### src/rtl/data_mem_responder.sv
// Data-memory responder for the pipelined MIPS core: serves M-stage loads and
// stores from a word RAM after LATENCY stall cycles, via an IDLE/WAIT/DONE FSM.
module data_mem_responder #(
    parameter int DEPTH   = 64,
    parameter int LATENCY = 2
) (
    input  logic        clk,
    input  logic        reset,
    input  logic        memread_M,
    input  logic        memwrite_M,
    input  logic [31:0] aluout_M,
    input  logic [31:0] writedata_M,
    output logic [31:0] read_data_M,
    output logic        stall_M,
    output logic        misalign_err
);

    localparam int AW = $clog2(DEPTH);
    localparam logic [3:0] CNT_LOAD = (LATENCY > 1) ? 4'(LATENCY - 2) : 4'd0;

    typedef enum logic [1:0] {
        IDLE,
        WAIT,
        DONE
    } state_t;

    state_t         r_state;
    logic [3:0]     r_cnt;
    logic [31:0]    r_mem [DEPTH];

    logic           w_req;
    logic           w_is_load;
    logic           w_misalign;
    logic           w_enter_done;
    logic [AW-1:0]  w_idx;
    logic           w_unused_addr;

    assign w_req         = memread_M | memwrite_M;
    assign w_is_load     = memread_M & ~memwrite_M;
    assign w_misalign    = aluout_M[1:0] != 2'b00;
    assign w_idx         = aluout_M[AW+1:2];
    // Upper address bits alias; they are deliberately not decoded.
    assign w_unused_addr = ^aluout_M[31:AW+2];

    assign stall_M       = w_req & (r_state != DONE);
    assign w_enter_done  = w_req & (((r_state == IDLE) && (LATENCY == 1)) ||
                                    ((r_state == WAIT) && (r_cnt == 4'd0)));

    // NOTE: sequential state uses non-blocking assignments so every register
    // samples pre-edge values, independent of statement order.
    always_ff @(posedge clk or negedge reset) begin
        if (!reset) begin
            r_state      <= IDLE;
            r_cnt        <= 4'd0;
            read_data_M  <= 32'd0;
            misalign_err <= 1'b0;
        end else begin
            if (w_enter_done && w_is_load)
                read_data_M <= w_misalign ? 32'd0 : r_mem[w_idx];

            case (r_state)
                IDLE: begin
                    if (w_req) begin
                        if (w_misalign)
                            misalign_err <= 1'b1;
                        if (LATENCY == 1) begin
                            r_state <= DONE;
                        end else begin
                            r_state <= WAIT;
                            r_cnt   <= CNT_LOAD;
                        end
                    end
                end
                WAIT: begin
                    // Dropping the strobes mid-wait abandons the access.
                    if (!w_req)
                        r_state <= IDLE;
                    else if (r_cnt == 4'd0)
                        r_state <= DONE;
                    else
                        r_cnt <= r_cnt - 4'd1;
                end
                DONE:    r_state <= IDLE;
                default: r_state <= IDLE;
            endcase
        end
    end

    // NOTE: the RAM array has no reset; contents survive reset and only
    // stores initialise them. A reset forces r_state to IDLE, so no write
    // can commit while reset is asserted.
    always_ff @(posedge clk) begin
        if ((r_state == DONE) && memwrite_M && !w_misalign)
            r_mem[w_idx] <= writedata_M;
    end

endmodule

### config.mk
export PLATFORM = sky130hd
export DESIGN_NAME = data_mem_responder
export DESIGN_NICKNAME = d
export VERILOG_FILES = /design/src/rtl/data_mem_responder.sv
export SDC_FILE = /design/constraint.sdc
export NUM_CORES = 2
export LEC_CHECK = 0
export ABC_AREA = 1
export CAP_MARGIN = 15
export CORE_ASPECT_RATIO = 0.9
export CORE_MARGIN = 2
export CORE_UTILIZATION = 35
export DETAILED_ROUTE_END_ITERATION = 10
export DONT_BUFFER_PORTS = 1
export HOLD_SLACK_MARGIN = 0.12
export PLACE_DENSITY = 0.49
export SETUP_SLACK_MARGIN = 0.5
export SLEW_MARGIN = 0
export SYNTH_ARGS = -nofsm -noshare
export SYNTH_HDL_FRONTEND = slang
export SYNTH_SLANG_ARGS = --single-unit
### constraint.sdc
create_clock -name clk -period 4.2 [get_ports clk]
set_input_delay 1.05 -clock clk [delete_from_list [all_inputs] [get_ports clk]]
set_output_delay 1.05 -clock clk [all_outputs]
set_load 0.02 [all_outputs]
==> flow_metrics.py <==
metrics = {
    "global_route": {
        "antenna_found_initial": 11,
        "grt_max_degree": 1158,
        "grt_first_pass_wirelength_um": 360000,
        "grt_pass1_vias": 54000,
        "track_usage_pct": 18.8,
        "grt-ovfl-total": 0,
    },
    "place": {
        "dp_hpwl_um": 136000,
        "io_buffers": 0,
        "routabilityCongestion": 0.778,
    },
    "worst_setup_path": {
        "crit_type": "in -> reg",
        "critical_path.max_fanout": 133,
        "critPathLaunchType": "input pin",
        "critPathRequiredTime_ns": 4.95,
        "cp-end-kind": "flip-flop",
        "arrival_ns": 4.33,
    },
    "synth": {
        "synth_seq_cells": 2087,
        "syn-cell-area_um2": 89500,
        "ys_seq_area_share_pct": 69.8,
        "synth_edf_count": 2048,
        "ys.flop_type": "edfxtp_1",
        "syn_nets": 8674,
        "synth_cell_types": 32,
        "async_flop_share_pct": 1.87,
        "synth.avg_cell_area_um2": 10.4,
        "synthCells": 8604,
        "yosys_warnings": 0,
    },
    "finish": {
        "syn_to_final_growth_pct": 14.3,
        "drive_above_1_share_pct": 7.76,
        "nets": 8790,
    },
    "sta": {
        "worstMarginPinSlew_ns": 1.12,
        "slew_headroom_pct": 25.6,
        "fin_crit_ns": 3.58,
        "timing.setup.tns_ns": 0,
        "slew_viol_final": 0,
        "fin_hold_ws_ns": 0.297,
        "fin_skew_ns": 0.0330,
        "hold_viol": 0,
        "rsz0062_at_grt": "no",
        "finalSetupViolCount": 0,
        "fmax_mhz": 280,
        "fin_crit_sh_pct": 85.1,
    },
    "detailed_routing": {
        "drt_first_pass_iters": 6,
        "wl_um": 248000,
        "vias_per_cell": 4.59,
        "detail-route-antenna-nets": 0,
        "wire_per_inst_um": 20.1,
        "drtIter0Drc": 4886,
        "num_vias": 56400,
        "drc_errors": 0,
    },
    "clocking": {
        "clock_sinks": 2087,
        "insertion_delay_ns": 0.85,
        "cts_tree": "yes",
        "root_buffer": "clkbuf_16",
        "htreeDepth": 4,
        "clockBufferDepth": 3,
        "cts_buffers": 224,
        "clk_pin_slew_worst_paths_ns": 0.06,
    },
    "job": {
        "maxCapViolations": 0,
    },
    "min_path": {
        "hold_class": "in -> reg",
    },
    "power": {
        "power.leakage_uw": 0.0440,
        "powerDensity_nw_per_um2": 429,
        "peakVddDrop_v": 0.000367,
    },
    "floorplanning": {
        "fp.dieH_um": 484,
        "fp-row-count": 176,
        "die_w_um": 537,
        "io_pins": 102,
        "fp.coreArea_um2": 255000,
        "dieArea_um2": 260000,
        "start_util_pct": 35.1,
    },
    "status": {
        "outcome": "finished, final reports clean",
    },
}
## report_power, final
part	internal, uW	switching, uW
clock network	10400	8160
registers	23000	310
logic	608	1440
total	34000	9910
## area by class of cell
type                            instances  area (um^2)
Clock buffer                          279         5850
Inverter                             1878         7070
Sequential cell                      2087        62500
Tap cell                             3382         4230
Timing Repair Buffer                  259         3040
Multi-Input combinational cell       4270        18600
Antenna cell                            7         17.5
Fill cell                           24300       153000
Clock inverter                        128          970
## layer usage
metal  GRT usage [%]  vias to the layer above  share of wire [%]
met5               0                        -             0.0032
met4            5.36                        2                2.5
met3            2.90                      336                5.1
met2            30.8                     1285                 47
met1            25.9                    27200                 45
li1                -                    27500                  -
## critical path, cell delays in order
cell and delay [ns]:
buf_16 0.47, buf_16 0.39, inv_16 0.25, buf_12 0.28, or2_0 0.30, nand2_1 0.06
nand2_1 0.06, o21ai_1 0.18, nand2_1 0.20, nor2_1 0.47, nand2_1 0.12, nand2_1 0.09
nand2_1 0.05
## layout by cell type, fill, tap and decap left out, drive strengths merged, types with 2 or more instances in the layout
cell type,n
buf,256
bufinv,9
clkbuf,281
clkinv,113
dfrtp,39
diode,7
edfxtp,2048
ha,2
inv,1883
nand2,2660
nand3,971
nor2,200
nor3,9
o211ai,32
o21ai,258
or2,129
xor2,2
## metrics by stage
stage / area, um^2 / setup slack [ns] / utilization (%) / instances / total power, uW
finish: 102000 / 0.625 / 40.1 / 12300 / 43900
global route: 102000 / 0.551 / 40.1 / 12300 / 45400
CTS: 102000 / 1.32 / 40.0 / 12300 / 44200
detailed placement: 95200 / 0.371 / 37.3 / 11900 / 25600
global placement: 95200 / 0.353 / 37.3 / 11900 / 25600
floorplan: 89500 / 0.439 / - / 8604 / 25000
## kinds of logic after synthesis
group / synth area share (%)
AO/OA/AOI/OAI: 1.75
XOR/XNOR: 0.0196
buffers and inverters: 9.98
adder cells (fa/ha/maj): 0.0280
flip-flops: 69.8
AND/OR/NAND/NOR: 18.4
## path summary, 6_finish.rpt
kind	startpoint	endpoint	cells past startpoint	slack (ns)
setup / recovery	aluout_M[2]	read_data_M[0]	13	0.62
hold / removal	writedata_M[13]	r_mem[3][13]	0	0.30
setup reg to reg	r_state[0]	r_mem[1][15]	8	1.95
hold reg to reg	r_cnt[0]	r_cnt[0]	1	0.49
max in group asynchronous	reset	read_data_M[7]	2	3.19
min in group asynchronous	reset	read_data_M[27]	2	0.69
## flip-flops by register name, summed over array words and instances, names as in the netlist
name,cells
misalign_err,1
r_cnt,4
r_mem,2048
r_state,2
read_data_M,32
## Yosys cell counts (4+ instances only)
cell type | n | share of area (%)
nand2_1 | 2659 | 11
edfxtp_1 | 2048 | 69
inv_1 | 1873 | 7.9
nand3_1 | 971 | 5.4
buf_2 | 278 | 1.6
nor2_1 | 197 | 0.83
o21ai_1 | 137 | 0.77
o21ai_0 | 121 | 0.68
or2_2 | 65 | 0.45
clkbuf_1 | 44 | 0.18
or2_1 | 41 | 0.29
dfrtp_1 | 39 | 1.1
buf_4 | 32 | 0.27
o211ai_1 | 32 | 0.27
or2_0 | 23 | 0.16
buf_1 | 11 | 0.046
nor3_1 | 9 | 0.050
buf_6 | 4 | 0.050
inv_2 | 4 | 0.017
## repair_timing
| action | in CTS | in global routing |
|---|---|---|
| hold endpoints to repair | 39 | 0 |
| hold buffers | 2 | 0 |
| setup buffers | 0 | 0 |
| endpoints found under the setup margin | 0 | 1054 |
| gates resized for setup | 0 | 1 |
No activity file was read; power rests on OpenSTA's default activity.
